**src/rtl/pwr_mon_pkg.sv**
```systemverilog
// Shared types and sizing for the power monitor scanner.
//   state_e    : scan FSM states
//   cnt_w()    : bits needed to hold 0..n
//   *_W        : counter widths at the default parameter values
//   SCAN_CNT_W : width of the completed-scan counter
package pwr_mon_pkg;

  typedef enum logic [1:0] {IDLE, SETTLE, SAMPLE, COMMIT} state_e;

  function automatic int cnt_w(input int n);
    return (n < 1) ? 1 : $clog2(n + 1);
  endfunction

  localparam int DEF_SETTLE_CYCLES = 5000;
  localparam int DEF_SAMPLES       = 16;
  localparam int DEF_TRIP_SCANS    = 3;

  localparam int SETTLE_W   = cnt_w(DEF_SETTLE_CYCLES);
  localparam int SAMPLE_W   = cnt_w(DEF_SAMPLES);
  localparam int TRIP_W     = cnt_w(DEF_TRIP_SCANS);
  localparam int SCAN_CNT_W = 16;

endpackage

```
**src/rtl/pwr_mon_sample_filter.sv**
```systemverilog
// Comparator conditioning for one channel measurement.
//   clk, reset : clock, async active-high reset
//   data_in    : raw asynchronous comparator bit
//   start      : pulse; the next SAMPLES cycles form the sample window
//   abort      : drops an in-progress window
//   done       : high in the final sample cycle of the window
//   ok         : valid with done; more than half of the samples were 1
module pwr_mon_sample_filter
  import pwr_mon_pkg::*;
#(
  parameter int SAMPLES = DEF_SAMPLES
)(
  input  logic clk,
  input  logic reset,
  input  logic data_in,
  input  logic start,
  input  logic abort,
  output logic done,
  output logic ok
);

  localparam int IW = cnt_w(SAMPLES - 1);
  localparam int OW = cnt_w(SAMPLES);
  localparam logic [IW-1:0] LAST = IW'(SAMPLES - 1);
  localparam logic [OW-1:0] HALF = OW'(SAMPLES / 2);

  logic          sync1, sync2;
  logic          busy;
  logic [IW-1:0] idx;
  logic [OW-1:0] ones, ones_nxt;

  // done/ok are combinational so the caller sees the result in the last
  // sample cycle and the window is exactly SAMPLES cycles long.
  assign ones_nxt = ones + OW'(sync2);
  assign done     = busy && (idx == LAST);
  assign ok       = ones_nxt > HALF;  // tie is a fail

  always_ff @(posedge clk or posedge reset) begin
    if (reset) begin
      sync1 <= 1'b0;
      sync2 <= 1'b0;
      busy  <= 1'b0;
      idx   <= '0;
      ones  <= '0;
    end else begin
      sync1 <= data_in;
      sync2 <= sync1;
      if (abort) begin
        busy <= 1'b0;
      end else if (start) begin
        busy <= 1'b1;
        idx  <= '0;
        ones <= '0;
      end else if (busy) begin
        ones <= ones_nxt;
        idx  <= idx + 1'b1;
        if (done) busy <= 1'b0;
      end
    end
  end

endmodule

```
**src/rtl/power_monitor_scanner.sv**
```systemverilog
// Scans the power-board voltage mux, majority-samples each channel's
// comparator and drives the system kill switch.
//   clk, reset    : 50 MHz clock, async active-high reset
//   data_in       : comparator bit, 1 = selected channel OK
//   enable        : scan enable
//   kill_req      : software kill (level)
//   clear_fault   : pulse, clears latched fault and fail counters
//   ch_mask       : (POWER_MON_CH_MASK_EN only) channels excluded from trip/arm
//   mux           : analog mux select
//   ch_status     : last committed OK bit per channel
//   scan_done     : pulse at each full-scan wrap
//   scan_count    : completed scans, wrapping
//   power         : 1 = motors/peripherals powered
//   fault, fault_ch : sticky under-voltage trip and offending channel
// Build option: define POWER_MON_CH_MASK_EN to add the ch_mask port.
module power_monitor_scanner
  import pwr_mon_pkg::*;
#(
  parameter int NUM_CH        = 8,
  parameter int MUX_W         = 3,
  parameter int SETTLE_CYCLES = DEF_SETTLE_CYCLES,
  parameter int SAMPLES       = DEF_SAMPLES,
  parameter int TRIP_SCANS    = DEF_TRIP_SCANS
)(
  input  logic                  clk,
  input  logic                  reset,
  input  logic                  data_in,
  input  logic                  enable,
  input  logic                  kill_req,
  input  logic                  clear_fault,
`ifdef POWER_MON_CH_MASK_EN
  input  logic [NUM_CH-1:0]     ch_mask,
`endif
  output logic [MUX_W-1:0]      mux,
  output logic [NUM_CH-1:0]     ch_status,
  output logic                  scan_done,
  output logic [SCAN_CNT_W-1:0] scan_count,
  output logic                  power,
  output logic                  fault,
  output logic [MUX_W-1:0]      fault_ch
);

  localparam int SW = cnt_w(SETTLE_CYCLES);
  localparam int TW = cnt_w(TRIP_SCANS);
  localparam logic [SW-1:0]    SETTLE_LAST = SW'(SETTLE_CYCLES - 1);
  localparam logic [TW-1:0]    TRIP_MAX    = TW'(TRIP_SCANS);
  localparam logic [MUX_W-1:0] CH_LAST     = MUX_W'(NUM_CH - 1);

  state_e                       state;
  logic [SW-1:0]                settle_cnt;
  logic                         sample_ok;
  logic [NUM_CH-1:0][TW-1:0]    fail_cnt, fail_upd;
  logic [NUM_CH-1:0]            mask_eff;
  logic                         f_start, f_done, f_ok;
  logic                         commit, wrap, trip, arm;

`ifdef POWER_MON_CH_MASK_EN
  assign mask_eff = ch_mask;
`else
  assign mask_eff = '0;
`endif

  assign f_start = enable && (state == SETTLE) && (settle_cnt == SETTLE_LAST);
  assign commit  = enable && (state == COMMIT);
  assign wrap    = commit && (mux == CH_LAST);

  pwr_mon_sample_filter #(.SAMPLES(SAMPLES)) u_filter (
    .clk     (clk),
    .reset   (reset),
    .data_in (data_in),
    .start   (f_start),
    .abort   (!enable),
    .done    (f_done),
    .ok      (f_ok)
  );

  // Fail counters after this cycle's commit. Trip fires only on the
  // transition into TRIP_MAX, so a saturated counter does not re-trip.
  always_comb begin
    fail_upd = fail_cnt;
    trip     = 1'b0;
    if (commit) begin
      if (sample_ok) begin
        fail_upd[mux] = '0;
      end else if (fail_cnt[mux] != TRIP_MAX) begin
        fail_upd[mux] = fail_cnt[mux] + 1'b1;
        trip = (fail_cnt[mux] == TRIP_MAX - 1'b1) && !mask_eff[mux];
      end
    end
    for (int i = 0; i < NUM_CH; i++)
      if (mask_eff[i]) fail_upd[i] = '0;
  end

  // Arming looks at post-commit counters so a channel failing in the
  // wrap cycle itself still blocks power-up.
  assign arm = wrap && !fault && !kill_req && (fail_upd == '0);

  always_ff @(posedge clk or posedge reset) begin
    if (reset) begin
      state      <= IDLE;
      settle_cnt <= '0;
      sample_ok  <= 1'b0;
      fail_cnt   <= '0;
      mux        <= '0;
      ch_status  <= '0;
      scan_done  <= 1'b0;
      scan_count <= '0;
      power      <= 1'b0;
      fault      <= 1'b0;
      fault_ch   <= '0;
    end else begin
      scan_done <= 1'b0;

      if (!enable) begin
        state      <= IDLE;
        settle_cnt <= '0;
      end else begin
        case (state)
          IDLE: begin
            settle_cnt <= '0;
            state      <= SETTLE;
          end
          SETTLE: begin
            if (settle_cnt == SETTLE_LAST) begin
              settle_cnt <= '0;
              state      <= SAMPLE;
            end else begin
              settle_cnt <= settle_cnt + 1'b1;
            end
          end
          SAMPLE: begin
            if (f_done) begin
              sample_ok <= f_ok;
              state     <= COMMIT;
            end
          end
          COMMIT: begin
            ch_status[mux] <= sample_ok;
            if (mux == CH_LAST) begin
              mux        <= '0;
              scan_done  <= 1'b1;
              scan_count <= scan_count + 1'b1;
            end else begin
              mux <= mux + 1'b1;
            end
            state <= SETTLE;
          end
          default: state <= IDLE;
        endcase
      end

      fail_cnt <= clear_fault ? '0 : fail_upd;

      // Trip beats a same-cycle clear.
      if (trip) begin
        fault    <= 1'b1;
        fault_ch <= mux;
      end else if (clear_fault) begin
        fault    <= 1'b0;
        fault_ch <= '0;
      end

      if (kill_req || trip) power <= 1'b0;
      else if (arm)         power <= 1'b1;
    end
  end

endmodule
```
**config.mk**
```make
export PLATFORM = sky130hd
export DESIGN_NAME = power_monitor_scanner
export DESIGN_NICKNAME = d
export VERILOG_FILES = /design/src/rtl/pwr_mon_pkg.sv /design/src/rtl/pwr_mon_sample_filter.sv /design/src/rtl/power_monitor_scanner.sv
export SDC_FILE = /design/constraint.sdc
export NUM_CORES = 1
export LEC_CHECK = 0
export CAP_MARGIN = 15
export CORE_MARGIN = 2
export CORE_UTILIZATION = 43
export CTS_CLUSTER_SIZE = 14
export DETAILED_ROUTE_END_ITERATION = 10
export GPL_ROUTABILITY_DRIVEN = 0
export PLACE_DENSITY = 0.65
export SKIP_CTS_REPAIR_TIMING = 1
export SLEW_MARGIN = 25
export SYNTH_ARGS = -nofsm -noshare
export SYNTH_HDL_FRONTEND = slang
export SYNTH_SLANG_ARGS = --single-unit
```
**constraint.sdc**
```tcl
create_clock -name clk -period 5.4 [get_ports clk]
set_clock_uncertainty 0.2 [all_clocks]
set_input_delay 0.54 -clock clk [delete_from_list [all_inputs] [get_ports clk]]
set_output_delay 0.54 -clock clk [all_outputs]
set_load 0.01 [all_outputs]
```
-- Word-level counts from Yosys, hierarchy flattened
Memories as Yosys holds them, arrays and structs flattened.
Cells that the tools add are included.
- register bits: 77
- bits in latches: 0
- RAM bits: 0
- bits in read-only memories: 8
- input bits: 6
- memories: 1
- memories (memory ; words ; bits a word ; rd ports ; clocked after Yosys merged registers in ; wr ports ; RTL line ; RTL):
    (name not given) ; 8 ; 1 ; 1 ; 0 ; 0 ; power_monitor_scanner.sv:87 ; trip = (fail_cnt[mux] == TRIP_MAX - 1'b1) && !mask_eff[mux];
- add/sub/neg operators: 6
- multipliers: 0
- divide/modulo/power cells: 0
- magnitude comparators: 3
- eq/ne operators: 11
- shifts and indexed selects: 0
- muxes and demuxes: 41
- bitwise logic cells: 2
- reduce and logical (&&, ||, !) cells: 25
- operators with widths (kind ; count):
    two-way mux 16 bit ; 4
    two-way mux 13 bit ; 2
    case mux 13 bit (2 select lines) ; 1
    adder 16 x 1 -> 16 bit (second input constant) ; 1
    AND 16 bit ; 1
    bitwise mux 16 bit ; 1
    logical NOT 16 bit ; 1
    two-way mux 1 bit ; 16
    inverter 16 bit ; 1
    adder 13 x 1 -> 13 bit (second input constant) ; 1
    equality test 13 bit (second input constant) ; 1
    logical AND 1 bit ; 10
    two-way mux 2 bit ; 5
    two-way mux 5 bit ; 2
    two-way mux 3 bit ; 3
    bitwise mux 8 bit ; 1
    two-way mux 4 bit ; 2
    binary-select mux 2 bit (select 3 bit) ; 1
    demux 2 bit (select 3 bit) ; 1
    equality test 2 bit (second input constant) ; 3
    case mux 2 bit (3 select lines) ; 1
    AND reduction 2 bit ; 3
    AND reduction 3 bit ; 2
    nonzero test 2 bit ; 3
    19 further kinds ; 21

-- Logic depth before layout (Yosys ltp)
Gate-level depths: netlist of the first run.
- word-level depth: 12
- gate-level depth with buffers: 13

-- By module
Synthesis of the first run repeated with hierarchy kept, for this count alone.
- cells, all modules: 395
- area, all modules: 4048.9 um^2
- by module, submodules not included (module ; times used ; cells each ; area each (um^2)):
    power_monitor_scanner ; 1 ; 329 ; 3404.5
    pwr_mon_sample_filter ; 1 ; 66 ; 644.4

-- Worst setup path before layout of the first run
OpenSTA, ideal clock, no wires.
- kind: register to register
- start point: register mux[1]
- end point: register power
- setup time: 0.076 ns
- arrival: 2.970 ns
- required time: 5.124 ns
- slack: 2.154 ns
- stages on the path, launching flop included: 14
- path buffers: 3
- period minus slack after synthesis: 3.246 ns
- cells stage by stage: dfrtp_1 -> buf_2 -> buf_2 -> mux4_2 -> nand2_1 -> nand2_1 -> ha_1 -> buf_2 -> nor2b_1 -> or4_1 -> a21oi_1 -> nor2_1 -> a2111o_1 -> o21ai_1
- word-level cells in the longest chain between the ends: 11
- elaborated cells between the ends (all ways): 32
- classes of those cells: add/sub (1); order compare (2); eq/ne (3); mux (13); bitwise (2); reduce/logical (10); memory (1)
- ends and longest elaborated chain (what ; RTL line ; RTL):
    start, declared ; power_monitor_scanner.sv:34 ; output logic [MUX_W-1:0] mux,
    start signal, assigned ; power_monitor_scanner.sv:144 ; mux <= mux + 1'b1;
    < comparator 3 x 4 -> 1 bit (not written as such) or >= comparator 3 x 1 -> 1 bit (tied branches) ; power_monitor_scanner.sv:84, power_monitor_scanner.sv:86 ;
    logical AND 1 bit (not written as such) ; power_monitor_scanner.sv:84, power_monitor_scanner.sv:86 ;
    two-way mux 2 bit (not written as such) ; power_monitor_scanner.sv:84, power_monitor_scanner.sv:86 ;
    demux 2 bit (select 3 bit) ; power_monitor_scanner.sv:84, power_monitor_scanner.sv:86 ;
    bitwise mux 16 bit or inverter 16 bit (tied branches) ; -- ;
    two-way mux 16 bit or AND 16 bit (tied branches) ; -- ;
    two-way mux 16 bit ; power_monitor_scanner.sv:83 ; if (sample_ok) begin
    two-way mux 16 bit ; power_monitor_scanner.sv:82 ; if (commit) begin
    logical NOT 16 bit ; power_monitor_scanner.sv:96 ; assign arm = wrap && !fault && !kill_req && (fail_upd == '0);
    logical AND 1 bit ; power_monitor_scanner.sv:96 ;
    nonzero test 2 bit (no line) ; -- ;
    end signal, assigned ; power_monitor_scanner.sv:108 ; power <= 1'b0;
    end signal, assigned ; power_monitor_scanner.sv:163 ; if (kill_req || trip) power <= 1'b0;
    end signal, assigned ; power_monitor_scanner.sv:164 ; else if (arm) power <= 1'b1;
    end, declared ; power_monitor_scanner.sv:38 ; output logic power,
Several ways; a longest one is shown, not always the timed one. The select of a mux whose other input is x is not followed.
A chain may end at the register's enable or synchronous reset.

-- Final worst setup path of the first run
Same ends and word-level chain as after synthesis.

==> results of run 1 <==
cell families after synthesis:
| group | Yosys count | share of synthesized area (%) |
|---|---|---|
| AOI/OAI and AO/OA | 71 | 11.6 |
| xor gates and xnor gates | 30 | 6.54 |
| adders and majority gates | 13 | 4.05 |
| buffers and inverters | 23 | 2.80 |
| DFF | 77 | 47.9 |
| muxes | 18 | 5.76 |
| and+or+nand+nor | 171 | 21.4 |
placed cells by master (no fill, tap or decap), drive strengths merged, types with 3 or more instances in the layout:
cell	count
clkdlybuf4s50	38
dfrtp	77
o21ai	17
mux2	11
o22a	3
nor4b	3
nand4	10
nand3	21
nor2	46
o31ai	6
inv	7
nand4b	3
nor2b	4
nor3	9
and2	5
a21oi	16
clkbuf	11
and3	6
xor2	14
a22oi	7
clkinv	3
mux4	3
nand2	46
xnor2	16
or2	3
mux2i	4
ha	13
a31oi	5
metrics by stage:
stage / power, mW / utilization [%] / area, µm²
after detailed placement: 0.951 / 48.8 / 4470
after global placement: 0.943 / 48.8 / 4470
final: 1.42 / 51.2 / 4680
after CTS: 1.43 / 51.2 / 4680
after floorplan: 0.875 / - / 4020
after global routing: 1.50 / 51.2 / 4680
worst min-delay path by stage:
stage	cells past startpoint	end	slack (ps)
floorplan	0	u_filter.sync2$_DFF_PP0_	130
global placement	0	u_filter.sync2$_DFF_PP0_	140
detailed placement	0	u_filter.sync2$_DFF_PP0_	140
CTS	0	u_filter.sync2$_DFF_PP0_	160
global route	0	u_filter.sync2$_DFF_PP0_	160
finish	0	u_filter.sync2$_DFF_PP0_	150
power breakdown:
group          switching [mW]  internal (mW)
clock                   0.216          0.263
combinational           0.167          0.115
sequential             0.0571          0.602
total                   0.441          0.979
metal layers:
layer  vias up  part of all wire, %
li1       1510                    -
met5         -                    0
met3        19                  4.9
met2        89                   47
met4         0                  1.8
met1      1512                   47
flip-flops by register name, indices dropped and copies added, names as in the netlist, 2 cells and up:
name           cells
fail_cnt          16
fault_ch           3
u_filter.idx       4
ch_status          8
mux                3
u_filter.ones      5
scan_count        16
state              2
settle_cnt        13
final cells by class:
type	instances	area (µm²)	share of cell area, %
Sequential cell	77	1930	41.2
Clock buffer	11	131	2.81
Multi-Input combinational cell	303	1980	42.3
Timing Repair Buffer	40	395	8.44
Tap cell	111	139	2.97
Inverter	7	27.5	0.588
Clock inverter	5	82.6	1.76
==> metrics.csv, run 1 <==
metric,value,unit
status,finished clean,
met2 usage,28.0,%
hold_ws,152,ps
Post-synth EDFFs,0,
worst setup path endpoint,power$_DFFE_PP0P_,
CP top delay family,simple AND/OR/NAND/NOR gates,
ys async rst share,100,%
CP required,5440,ps
Post-Syn Instances,403,
Leak Pwr,2.05,nW
CTS Root Cell,clkbuf_8,
R2R depth,10,
Antenna diodes,0,
vias per cell,5.65,
Post-Layout Cell Count,554,
slew of the pin with the lowest slew margin,823,ps
crit path buf inv count,0,
Hold Crit Class,flop to flop,
IO Pins,39,
"Arr. time, crit path",3590,ps
Hold Crit Start,u_filter.sync1$_DFF_PP0_,
CP Cell Sequence,mux4_2 > nand2_1 > nand2_1 > ha_1 > nor3_1 > nand2_1 > and4_1 > o211ai_1 > a2111o_1 > o21ai_1,
"Slew Viols, Final",0,
core box area,0.00915,mm²
crit path max fanout,21,
peak supply drop,0.166,mV
H-tree levels,3,
post-placement cell count,538,
CP Capture Type,flop,
RSZ-0062 raised after global routing,no,
Num Clock Sinks,77,
CP max stage cell,dfrtp_1,
chip width,101,µm
grt peak-use layer,met2,
register area share after synthesis,47.9,%
"Avg Cell Area, Syn",9.97,µm²
Yosys cell types,59,
DR iter-0 viols,183,
Critical Path Stages,10,
minimum clock period,3550,ps
clk slew on worst S/H paths,80,ps
Vias,3130,
met3 Use GR,3.54,%
GR Layer Usage met1,25.9,%
fillcell total,842,
Port Buffers,38,
Synth top area share,47.9,%
Starting Density,43.9,%
Post-synth top cells,"dfrtp_1 (77), nand2_1 (45), nor2_1 (45), nand3_1 (21)",
routed len/inst,15.7,µm
GRT Util Overall,18.3,%
final setup fails,0,
First-pass DRT Iterations,5,
final worst slack,1850,ps
row count,35,
Syn Std Cell Area,0.00402,mm²
most frequent cell after synthesis,dfrtp_1,
Clock Latency Late Sink,350,ps
first-pass GRT wire length,14.8,mm
Syn-to-layout area delta,16.5,%
DRT Wirelength,8.69,mm
largest net degree at the start of global routing,41,
Max Cap Viol,0,
Slew HR,45.0,%
CTS buffer count,9,
final hold vios,0,
post-synthesis register bit count,77,
Mapped Nets,422,
crit-path max cell delay,790,ps
vias in the first global route,2933,
DRC Markers,0,
ys flop type,dfrtp_1,
post-route clock period utilization,65.8,%
top cell type by total area after synthesis,dfrtp_1,
cell area power density,303,mW/mm²
Detailed Place HPWL,6.20,mm
Die ar.,0.0101,mm²
TritonCTS clock tree,yes,
Fin Setup TNS,0,ps
Critical Path Start,mux[1]$_DFFE_PP0P_,
RR Startpoint,mux[1]$_DFFE_PP0P_,
Worst setup SP type,flop,
Die H,101,µm
ratio of cells with drive above 1 in the final layout,9.48,%
NumNets Final,457,
FF-to-FF setup slack,1850,ps
initial antenna violation count,0,
Reg-to-Reg End,power$_DFFE_PP0P_,
fmax,281,MHz
CTS max path bufs,2,
post-route ant nets,0,
Ys Warns,0,
grt total ovfl,0,
Area contributors post-synth,"dfrtp_1 (48%), nand2_1 (4.2%), nor2_1 (4.2%), ha_1 (4.0%), xnor2_1 (3.5%)",
Place WS,1930,ps
cell mode on critical path,nand2_1,
WS Path Type,flop to flop,
No activity file was read; power rests on OpenSTA's default activity.
==> run 2: changes to the inputs <==
- PLACE_DENSITY: 0.65 -> 0.67
- clock period: 5.4 -> 2.95 ns (I/O delays scaled with it)
==> metrics.csv, run 2 (synthesis gave the netlist of run 1 again) <==
metric,value,unit,change
CTS max path bufs,2,,unchanged
Top Registers,"fail_cnt (16), scan_count (16), settle_cnt (13)",,
Syn-to-layout area delta,22.0,%,
slew of the pin with the lowest slew margin,667,ps,-157 ps
IO Pins,39,,unchanged
core box area,0.00915,mm²,unchanged
Vias,3266,,+4.3%
CTS buffer count,9,,unchanged
fillcell total,788,,-6.4%
crit path max fanout,6,,-71%
NumNets Final,479,,+4.8%
first-pass GRT wire length,15.3,mm,+3.4%
met3 routed WL,517,µm,+23%
routed len/inst,15.9,µm,+1.4%
post-route ant nets,0,,unchanged
Starting Density,43.9,%,unchanged
DRT Wirelength,9.16,mm,+5.4%
Die H,101,µm,unchanged
H-tree levels,3,,unchanged
crit-path max cell delay,500,ps,-290 ps
fmax,353,MHz,+25%
Port Buffers,38,,unchanged
Post-Layout Cell Count,576,,+4.0%
Leak Pwr,2.16,nW,+5.4%
grt total ovfl,0,,unchanged
RR Startpoint,mux[0]$_DFFE_PP0P_,,
largest net degree at the start of global routing,53,,+29%
CP top delay family,simple AND/OR/NAND/NOR gates,,
row count,35,,unchanged
final hold vios,0,,unchanged
CTS Root Cell,clkbuf_8,,
Slew HR,55.6,%,+11 points
DR iter-0 viols,286,,+56%
Worst setup SP type,flop,,
Clock Latency Late Sink,360,ps,about the same
Routed met2 length,4.35,mm,+7.2%
CP Cell Sequence,mux2i_2 > mux4_2 > ha_1 > nor2b_1 > nor4b_2 > and4_1 > o211ai_1 > a2111o_1 > o21ai_1,,
Critical Path Start,mux[0]$_DFFE_PP0P_,,
status,finished clean,,
"commonest non-fill, non-tap cell in the layout",dfrtp_1,,
RSZ-0062 raised after global routing,yes,,
CP required,3050,ps,-2390 ps
Max Cap Viol,0,,unchanged
chip width,101,µm,unchanged
Detailed Place HPWL,6.56,mm,+5.7%
"Arr. time, crit path",2940,ps,-650 ps
final setup fails,0,,unchanged
CP max stage cell,mux4_2,,
crit path buf inv count,0,,unchanged
"Slew Viols, Final",0,,unchanged
TritonCTS clock tree,yes,,
Highest Signal Layer,met4,,
Metal-1 WL,4.11,mm,+1.5%
ratio of cells with drive above 1 in the final layout,16.1,%,+6.6 points
cell area power density,549,mW/mm²,+81%
post-route clock period utilization,96.2,%,+30 points
vias in the first global route,3038,,+3.6%
minimum clock period,2840,ps,-718 ps
Die ar.,0.0101,mm²,unchanged
First-pass DRT Iterations,5,,unchanged
Num Clock Sinks,77,,unchanged
Place WS,-19.2,ps,-1950 ps
"commonest non-fill, non-tap cells in the layout","dfrtp_1 (75), nor2_1 (45), nand2_1 (44)",,
Hold Crit Class,input port to async pin,,
vias per cell,5.67,,+0.36%
final worst slack,114,ps,-1730 ps
post-placement cell count,558,,+3.7%
initial antenna violation count,0,,unchanged
CP Capture Type,flop,,
WS Path Type,flop to flop,,
clk slew on worst S/H paths,90,ps,about the same
GRT Util Overall,19.2,%,+0.96 points
Antenna diodes,0,,unchanged
peak supply drop,0.339,mV,+100%
DRC Markers,0,,unchanged
run 2: cell types whose count changed in the layout (fill, tap and decap cells not counted), sizes merged:
cell          change
buf              +21
clkbuf            -2
inv               +2
bufinv            -1
clkinvlp          +1
dlymetal6s2s      +1
run 2: layout make-up:
cell class                 count  area, µm²  share of cell area (%)
multi-input combinational    303       2030                    41.3
clock buffer                   9        124                    2.53
tap                          111        139                    2.83
sequential                    77       1930                    39.3
clock inverter                 7       81.3                    1.66
timing repair buffer          62        578                    11.8
inverter                       7       27.5                   0.561
run 2: metrics by stage:
| stage | util (%) | cell area (µm²) | hold slack [ps] | power (mW) | TNS (ps) |
|---|---|---|---|---|---|
| floorplan | - | 4050 | 126 | 1.62 | -90.1 |
| global placement | 50.7 | 4640 | 136 | 1.82 | 0 |
| detailed placement | 50.7 | 4640 | 139 | 1.83 | -19.2 |
| CTS | 52.9 | 4850 | 114 | 2.67 | -40.1 |
| global route | 53.6 | 4900 | 142 | 2.82 | -17.7 |
| finish | 53.6 | 4900 | 94.9 | 2.69 | 0 |
run 2: final timing paths:
kind	to	slack [ps]	cells past startpoint
setup / recovery	power$_DFFE_PP0P_	110	9
hold / removal	scan_count[10]$_DFFE_PP0P_	90	2
setup reg to reg	power$_DFFE_PP0P_	110	9
hold reg to reg	u_filter.sync2$_DFF_PP0_	150	0
max in group asynchronous	mux[0]$_DFFE_PP0P_	1770	3
min in group clk	u_filter.sync2$_DFF_PP0_	150	0
run 2: power breakdown:
group          switching (mW)  internal [mW]  total (mW)
Sequential             0.0699           1.11        1.18
Combinational           0.378          0.295       0.673
Clock                   0.440          0.402       0.842
run 2: layer usage:
metal  track usage, %  vias up
met5                0        -
met4             6.01        0
met3             5.41       17
met2             29.1      105
met1             26.9     1589
li1                 -     1555
